**src/rtl/mem_arbiter.sv**
```systemverilog
// Round-robin arbiter sharing one 32-bit memory port among NUM_CORES requesters.
// Optional BUSY watchdog with sticky bus_err is enabled by defining MEM_ARB_TIMEOUT_EN.
`timescale 1ns/1ps
module mem_arbiter #(
  parameter int unsigned NUM_CORES      = 2,
  parameter int unsigned TIMEOUT_CYCLES = 16
) (
  input  logic                    clk,
  input  logic                    rst,
  input  logic [NUM_CORES-1:0]    core_mem_read,
  input  logic [NUM_CORES-1:0]    core_mem_write,
  input  logic [32*NUM_CORES-1:0] core_mem_addr,
  input  logic [32*NUM_CORES-1:0] core_mem_data_w,
  output logic [32*NUM_CORES-1:0] core_mem_data_r,
  output logic [NUM_CORES-1:0]    core_mem_wait,
  output logic                    mem_read,
  output logic                    mem_write,
  output logic [31:0]             mem_addr,
  output logic [31:0]             mem_data_w,
  input  logic [31:0]             mem_data_r,
  input  logic                    mem_ready,
  output logic                    bus_err
);

  localparam int unsigned DW = 32;
  localparam int unsigned GW = (NUM_CORES > 1) ? $clog2(NUM_CORES) : 1;

  typedef enum logic [1:0] {IDLE, BUSY, DONE} state_t;

  state_t          state_q, state_d;
  logic [GW-1:0]   grant_q, last_grant_q, sel, idx;
  logic [NUM_CORES-1:0] pending;
  logic            any_pending, found, timeout, complete;
  logic [DW-1:0]   addr_a  [NUM_CORES];
  logic [DW-1:0]   wdata_a [NUM_CORES];
  logic [DW-1:0]   rdata_q [NUM_CORES];

  if (NUM_CORES < 2 || NUM_CORES > 8 || TIMEOUT_CYCLES < 1) begin : g_bad_params
    $error("mem_arbiter: NUM_CORES must be 2..8 and TIMEOUT_CYCLES at least 1");
  end

  for (genvar i = 0; i < NUM_CORES; i++) begin : g_core
    assign addr_a[i]                  = core_mem_addr[DW*i +: DW];
    assign wdata_a[i]                 = core_mem_data_w[DW*i +: DW];
    assign core_mem_data_r[DW*i +: DW] = rdata_q[i];
  end

  assign pending     = core_mem_read | core_mem_write;
  assign any_pending = |pending;
  assign complete    = (state_q == BUSY) && (mem_ready || timeout);

  // Release exactly the granted core during DONE; everyone else stalls on its own request.
  always_comb begin
    core_mem_wait = pending;
    if (state_q == DONE) core_mem_wait[grant_q] = 1'b0;
  end

  // Round-robin pick, starting just after the last served core.
  always_comb begin
    sel   = last_grant_q;
    idx   = '0;
    found = 1'b0;
    for (int unsigned k = 1; k <= NUM_CORES; k++) begin
      idx = GW'((32'(last_grant_q) + k) % NUM_CORES);
      if (!found && pending[idx]) begin
        sel   = idx;
        found = 1'b1;
      end
    end
  end

`ifdef MEM_ARB_TIMEOUT_EN
  localparam int unsigned CW = $clog2(TIMEOUT_CYCLES + 1);
  logic [CW-1:0] wdog_q;
  logic          bus_err_q;

  assign timeout = (state_q == BUSY) && !mem_ready && (wdog_q == CW'(TIMEOUT_CYCLES - 1));
  assign bus_err = bus_err_q;

  always_ff @(posedge clk or posedge rst) begin
    if (rst) begin
      wdog_q    <= '0;
      bus_err_q <= 1'b0;
    end else begin
      if (state_q != BUSY)  wdog_q <= '0;
      else if (!mem_ready)  wdog_q <= wdog_q + CW'(1);
      if (timeout)          bus_err_q <= 1'b1;
    end
  end
`else
  assign timeout = 1'b0;
  assign bus_err = 1'b0;
`endif

  always_ff @(posedge clk or posedge rst) begin
    if (rst) state_q <= IDLE;
    else     state_q <= state_d;
  end

  always_comb begin
    state_d = state_q;
    case (state_q)
      IDLE:    if (any_pending) state_d = BUSY;
      BUSY:    if (mem_ready || timeout) state_d = DONE;
      DONE:    state_d = IDLE;
      default: state_d = IDLE;
    endcase
  end

  // Latched request drives the memory port for the whole BUSY window.
  always_ff @(posedge clk or posedge rst) begin
    if (rst) begin
      grant_q      <= '0;
      last_grant_q <= GW'(NUM_CORES - 1);
      mem_read     <= 1'b0;
      mem_write    <= 1'b0;
      mem_addr     <= '0;
      mem_data_w   <= '0;
      for (int i = 0; i < NUM_CORES; i++) rdata_q[i] <= '0;
    end else begin
      case (state_q)
        IDLE: if (any_pending) begin
          grant_q    <= sel;
          mem_addr   <= addr_a[sel];
          mem_data_w <= wdata_a[sel];
          mem_write  <= core_mem_write[sel];
          mem_read   <= ~core_mem_write[sel];
        end
        BUSY: if (complete) begin
          mem_read  <= 1'b0;
          mem_write <= 1'b0;
          if (!mem_write) rdata_q[grant_q] <= mem_ready ? mem_data_r : 32'hDEADBEEF;
        end
        DONE:    last_grant_q <= grant_q;
        default: ;
      endcase
    end
  end

endmodule

```
**config.mk**
```make
export PLATFORM = sky130hd
export DESIGN_NAME = mem_arbiter
export DESIGN_NICKNAME = d
export VERILOG_FILES = /design/src/rtl/mem_arbiter.sv
export SDC_FILE = /design/constraint.sdc
export NUM_CORES = 1
export LEC_CHECK = 0
export CAP_MARGIN = 40
export CORE_MARGIN = 2
export CORE_UTILIZATION = 35
export CTS_CLUSTER_SIZE = 30
export DETAILED_ROUTE_END_ITERATION = 12
export PLACE_DENSITY = 0.75
export SYNTH_ARGS = -nofsm -noshare
export SYNTH_HDL_FRONTEND = slang
export SYNTH_SLANG_ARGS = --single-unit
```
**constraint.sdc**
```tcl
create_clock -name clk -period 4.28 [get_ports clk]
set_input_delay 0.428 -clock clk [delete_from_list [all_inputs] [get_ports clk]]
set_output_delay 0.428 -clock clk [all_outputs]
set_load 0.01 [all_outputs]
```
==> key figures, run 1 <==
Setup path
  – Crit path required time: 3.85 ns
  – Critical path's top delay family: buffers and inverters
  – Crit-path cells: clkdlybuf4s50_1 -> nor2_1 -> a31oi_1 -> clkdlybuf4s50_1
  – CP arrival: 2.01 ns
  – Critical path type: in2out
  – CP Max Fanout: 4
  – Max stage delay on crit path: 0.67 ns
  – Crit. End Element: primary output
  – Most used cell, CP: clkdlybuf4s50_1
  – Crit path buffers/inverters: 2
  – CP startpoint kind: input port
  – Worst path slowest cell: clkdlybuf4s50_1

Clock tree
  – Root Buffer: clkbuf_16
  – H-tree depth: 4
  – # clock sinks: 134
  – Clk buf depth: 2
  – Clk_lat worst skew: 0.41 ns
  – TritonCTS buffer count: 17
  – Clk pin slew, worst setup/hold paths: 0.05 ns
  – CTS tree: built
  – PostCTS Resize Cnt: 0
  – Hold_buf cts: 0
  – Setup Fix Bufs, Post-CTS: 0

Cells and area
  – Antenna Cells: 0
  – Layout Utilization: 58.0%
  – Fillers: 1426
  – Register area: 0.00335 mm²
  – Area of the multi-input gates: 0.00218 mm²
  – Layout cell share with drive strength beyond 1: 5.45%
  – Synth-to-Final Area Change: 63.9%
  – Final net count: 1017
  – Non-Filler Instances: 1082

Floorplan
  – Core ar.: 0.0164 mm²
  – Row count: 47
  – Die area: 0.0176 mm²
  – Initial Utilization: 35.4%
  – Die H: 133 µm
  – Ports: 300
  – Die W: 133 µm

Power
  – Psw: 2.28 mW
  – Sw Share: 33.8%
  – Combinational Power Share: 44.5%
  – Flop pwr share: 33.0%
  – Pleak: 4.20 nW
  – Clk pwr share: 22.5%
  – Peak VDD IR: 0.266 mV
  – Internal Pwr Total: 4.47 mW
  – Pwr/cell area: 709 mW/mm²

Logic synthesis
  – Yosys warning total: 0
  – Yosys reg bits: 134
  – Area leader, netlist: dfrtp_1
  – Netlist Area Pre-Place: 0.00581 mm²
  – Yosys top cell area share: 57.3%
  – Synth Area per Inst: 10.3 µm²
  – Top post-synthesis cells by area: dfrtp_1 57%, mux2i_1 11%, nand2_1 9.4%
  – Register area share after synthesis: 57.7%
  – Post-Syn Nets: 730
  – Gate Count Post-Synth: 563
  – Synth unique cells: 34

Detailed routing
  – Starting DRT DRC Count: 189
  – Pre-Repair DR Iteration Count: 4
  – Detailed Route WL: 16400 µm
  – Drt drc: 0
  – Final ANT Viol Nets: 0
  – Routed len/inst: 15.1 µm
  – Via density: 4.58
  – Via Count: 4951

Timing
  – Period Utilization, post-route: 56.9%
  – Setup TNS: 0 ns
  – Slew Limit Headroom: 41.9%
  – Final setup viols: 0
  – Max frequency: 411 MHz
  – Min Tclk post-route: 2.44 ns
  – RSZ-0062 raised after global routing: no
  – WHS: 0.470 ns
  – Clock skew: 0.00767 ns
  – Final Max Tran Viols: 0
  – Final Hold Fails: 0
  – Worst-margin pin slew: 0.865 ns

Place
  – Input/output buffers: 298
  – Final GP Congestion: 0.785
  – Post-DP HPWL: 12300 µm
  – # placed instances: 1051

Outcome
  – Status: finished clean

Global routing
  – Vias in the first global route: 4722
  – GRT Util Overall: 19.0%
  – Pin count of the biggest net entering global routing: 86
  – First-pass GRT wire length: 25900 µm
  – Initial antenna violation count: 0
  – GR Overflow Total: 0

Flow run
  – Maximum capacitance violations: 0

Worst hold path
  – Worst hold-check path type: reg2reg
metrics by stage:
stage          cell area, µm²  power, mW  worst slack, ns
2_1_floorplan            5810       3.70            0.271
6_report                 9520       6.75             1.84
5_1_grt                  9520       7.20             1.76
3_5_place_dp             8910       5.30             1.54
4_1_cts                  9520       6.84             1.78
3_3_place_gp             8870       5.21             1.52
power groups by stage:
stage          logic (mW)  registers (mW)  clock network [mW]
4_1_cts              3.05            2.23                1.55
2_1_floorplan        1.21            2.49                   0
3_5_place_dp         3.05            2.25                   0
3_3_place_gp         2.99            2.22                   0
6_report             3.01            2.23                1.52
5_1_grt              3.28            2.31                1.61
state kept, by name, indices dropped and copies added, names as in the netlist:
| signal | count |
|---|---|
| state_q | 2 |
| mem_read | 1 |
| core_mem_data_r | 64 |
| grant_q | 1 |
| mem_data_w | 32 |
| mem_write | 1 |
| last_grant_q | 1 |
| mem_addr | 32 |
worst min-delay path: cells and delay by family (launching register included):
| kind | cells | cell delay (ns) |
|---|---|---|
| and+or+nand+nor | 2 | 0.10 |
| DFF | 1 | 0.33 |
layout make-up:
type | count | area share [%]
well taps | 220 | 2.89
repair buffers | 306 | 32.4
inverters | 4 | 0.210
multi-input cells | 387 | 22.9
flip-flops and latches | 134 | 35.2
clock inverters | 12 | 1.88
clock buffers | 19 | 4.55
synthesized netlist by cell type:
cell and n:
a21o_1 1, a21oi_1 1, a31oi_1 2, and2_1 1, and3_1 1, buf_2 8, buf_4 6, buf_6 11
clkbuf_1 6, clkbuf_2 5, clkbuf_4 2, conb_1 1, dfrtp_1 133, dfstp_2 1, inv_1 4, mux2_2 1
mux2i_1 64, nand2_1 146, nand2_4 1, nand2b_1 1, nand3_1 17, nand3b_4 1, nor2_1 2, nor2b_1 24
nor3_1 1, nor3b_2 1, o21ai_0 61, o21ai_1 54, o22a_1 1, o31ai_1 1, o31ai_2 1, or3_1 1
or3b_1 1, or4_4 1
logic make-up after synthesis:
family	after synthesis	synth area share (%)
multiplexers	65	11.2
flip-flops	134	57.7
AND/OR/NAND/NOR	199	15.2
other	1	0.0645
buffers and inverters	42	4.93
AO/OA/AOI/OAI	122	10.8
layer usage:
metal | up-vias | global-route usage, % | routed length (µm)
met2 | 203 | 31.0 | 8140
met3 | 20 | 6.02 | 1280
met5 | - | 0 | 0
li1 | 2469 | - | -
met1 | 2259 | 23.9 | 6660
met4 | 0 | 6.63 | 271
cells in the final DEF (no fill, tap or decap), types with 2 or more instances in the layout:
master / count
clkdlybuf4s50_1: 298
nand2_1: 146
dfrtp_1: 133
mux2i_1: 64
o21ai_0: 61
o21ai_1: 54
nor2b_1: 24
nand3_1: 17
clkbuf_16: 17
buf_4: 5
bufinv_16: 4
inv_1: 3
clkinvlp_4: 3
buf_12: 3
nor2_1: 2
a31oi_1: 2
inv_6: 2
clkbuf_1: 2
clkinv_4: 2
clkinv_2: 2
final timing paths:
kind                                      from                  end  slack (ns)  cells after the start
max in group asynchronous                  rst       mem_data_w[20]        2.84                      3
setup reg to reg                  last_grant_q        mem_data_w[3]        2.16                      5
setup / recovery              core_mem_read[1]     core_mem_wait[1]        1.84                      4
hold reg to reg            core_mem_data_r[56]  core_mem_data_r[56]        0.47                      2
min in group asynchronous                  rst  core_mem_data_r[21]        0.55                      2
hold / removal             core_mem_data_r[56]  core_mem_data_r[56]        0.47                      2
Note: power is estimated with default switching activity, not from simulation.
==> run 2: changes to the inputs <==
==> constraint.sdc (replaced) <==
create_clock -name clk -period 2.1 [get_ports clk]
set_input_delay 0.21 -clock clk [delete_from_list [all_inputs] [get_ports clk]]
set_output_delay 0.21 -clock clk [all_outputs]
set_load 0.01 [all_outputs]
==> run 2 against run 1 <==
Net effect: routed wire length up 1.8%; highest routed layer unchanged; utilization up 0.56 points; combinational power up 110%; register-to-register slack worse by 1.8 ns; non-clock buffer count up 6; clock skew down 0.00058 ns; total power up 100%; largest power group unchanged; global-route usage up 0.27 points; final cell count up 0.55%; count of clock-buffer cells in the layout unchanged; via count up 0.87%.
==> key figures, run 2 (synthesis results as in run 1) <==
Outcome
  – Status: finished clean

Setup path
  – Critical path type: reg2out
  – Crit path buffers/inverters: 2 (unchanged)
  – CP startpoint kind: flop
  – Critical path's top delay family: buffers and inverters
  – Max stage delay on crit path: 0.54 ns (-0.13 ns)
  – Crit-path cells: inv_1 -> nand2_1 -> o22a_1 -> clkdlybuf4s50_1
  – CP Max Fanout: 3 (-1)
  – Crit path required time: 1.89 ns (-1.96 ns)
  – CP arrival: 1.72 ns (-0.29 ns)
  – Crit. End Element: primary output
  – CP Launch Point: state_q[0]
  – Worst path slowest cell: clkdlybuf4s50_1
  – R2R Path Start: last_grant_q

Clock tree
  – Hold_buf cts: 0 (unchanged)
  – Clk buf depth: 2 (unchanged)
  – PostCTS Resize Cnt: 0 (unchanged)
  – Clk pin slew, worst setup/hold paths: 0.06 ns (about the same)
  – Clk_lat worst skew: 0.41 ns (about the same)
  – Root Buffer: clkbuf_16
  – Setup Fix Bufs, Post-CTS: 0 (unchanged)
  – # clock sinks: 134 (unchanged)
  – H-tree depth: 4 (unchanged)
  – TritonCTS buffer count: 17 (unchanged)
  – CTS tree: built

Timing
  – Max frequency: 519 MHz
  – Clock skew: 0.00710 ns (-0.000577 ns)
  – Min Tclk post-route: 1.93 ns
  – RSZ-0062 raised after global routing: no
  – Final Max Tran Viols: 0 (unchanged)
  – Final setup viols: 0 (unchanged)
  – Setup TNS: 0 ns (unchanged)
  – Final Hold Fails: 0 (unchanged)
  – Period Utilization, post-route: 91.7%

Place
  – Input/output buffers: 298 (unchanged)
  – Final GP Congestion: 0.753 (-4.1%)
  – Placement Cell Area: 0.00904 mm² (+1.5%)
  – Post-DP HPWL: 12500 µm (+1.5%)
  – # placed instances: 1057 (+0.57%)

Detailed routing
  – Via density: 4.59 (+0.31%)
  – Drt drc: 0 (unchanged)
  – Pre-Repair DR Iteration Count: 4 (unchanged)
  – Starting DRT DRC Count: 184 (-2.6%)
  – Detailed Route WL: 16700 µm (+1.8%)
  – Final ANT Viol Nets: 0 (unchanged)
  – Routed len/inst: 15.3 µm (+1.3%)
  – Via Count: 4994 (+0.87%)

Cells and area
  – Layout cell share with drive strength beyond 1: 6.22% (+0.77 points)
  – Antenna Cells: 0 (unchanged)
  – Most frequent cells in the layout: 298 x clkdlybuf4s50_1, 146 x nand2_1, 133 x dfrtp_1, 64 x mux2i_1, 61 x o21ai_0
  – Final net count: 1023 (+0.59%)
  – Area of the multi-input gates: 0.00218 mm² (unchanged)
  – Synth-to-Final Area Change: 65.5%
  – Non-Filler Instances: 1088 (+0.55%)
  – Post-route design area: 0.00961 mm² (+0.97%)
  – Register area: 0.00335 mm² (unchanged)
  – Most common cell after layout, fill and taps aside: clkdlybuf4s50_1
  – Max reg flops: 64 (unchanged)
  – Fillers: 1387 (-2.7%)

Flow run
  – Maximum capacitance violations: 0 (unchanged)

Floorplan
  – Ports: 300 (unchanged)
  – Die H: 133 µm (unchanged)
  – Initial Utilization: 35.4% (unchanged)
  – Row count: 47 (unchanged)
  – Die area: 0.0176 mm² (unchanged)
  – Die W: 133 µm (unchanged)
  – Core ar.: 0.0164 mm² (unchanged)

Power
  – Pwr/cell area: 1430 mW/mm² (+100%)
  – Peak VDD IR: 0.660 mV (+150%)
  – Pleak: 4.24 nW (+0.84%)

Global routing
  – Pin count of the biggest net entering global routing: 74 (-14%)
  – GRT Util Overall: 19.3% (+0.27 points)
  – First-pass GRT wire length: 26500 µm (+2.0%)
  – Vias in the first global route: 5015 (+6.2%)
  – GR Overflow Total: 0 (unchanged)
  – Initial antenna violation count: 0 (unchanged)

Worst hold path
  – Worst hold-check path type: in2async
[run 2: cell types whose count changed in the layout (fill, tap and decap cells not counted)]
cell | before | now
buf_12 | 3 | 10
buf_4 | 5 | 4
bufinv_16 | 4 | 2
clkbuf_1 | 2 | 1
clkbuf_8 | 0 | 1
clkinv_2 | 2 | 3
clkinv_4 | 2 | 1
clkinvlp_4 | 3 | 6
inv_6 | 2 | 1
[run 2: through the flow]
step	utilization, %	power [mW]	hold slack (ns)	setup WS [ns]
floorplan	-	7.54	0.348	0.226
global placement	55.1	10.9	0.460	0.110
detailed placement	55.1	11.0	0.466	0.0417
CTS	58.6	14.0	0.267	0.167
global route	58.6	14.7	0.307	0.0942
finish	58.6	13.8	0.259	0.175
[run 2: path summary, 6_finish.rpt]
path | slack, ns | endpoint | depth (start not counted)
max | 0.17 | core_mem_wait[0] | 4
min | 0.26 | core_mem_data_r[52] | 3
max reg2reg | 0.37 | mem_addr[24] | 5
min reg2reg | 0.48 | core_mem_data_r[8] | 2
max in group asynchronous | 1.47 | last_grant_q | 3
min in group clk | 0.39 | core_mem_data_r[24] | 3
[run 2: area by class of cell]
cell class / count / share of cell area [%]
Sequential cell: 134 / 34.9
Timing Repair Buffer: 312 / 33.4
Multi-Input combinational cell: 387 / 22.7
Clock buffer: 19 / 4.61
Tap cell: 220 / 2.86
Clock inverter: 12 / 1.35
Inverter: 4 / 0.195
[run 2: metal layers]
layer / vias to the layer above / track usage (%) / wire length (µm)
met5: - / 0 / 0
met4: 0 / 7.35 / 331
met3: 28 / 6.13 / 1290
met2: 206 / 32.7 / 8250
met1: 2269 / 22.9 / 6790
li1: 2491 / - / -
[run 2: worst min-delay path, stage by stage]
cell	delay [ns]
clkdlybuf4s50_1	0.44
clkinvlp_4	0.12
buf_12	0.29
[run 2: power by group]
part / switching, mW / internal, mW
registers: 0.692 / 3.84
logic: 2.87 / 3.46
clock network: 1.13 / 1.77
total: 4.70 / 9.07
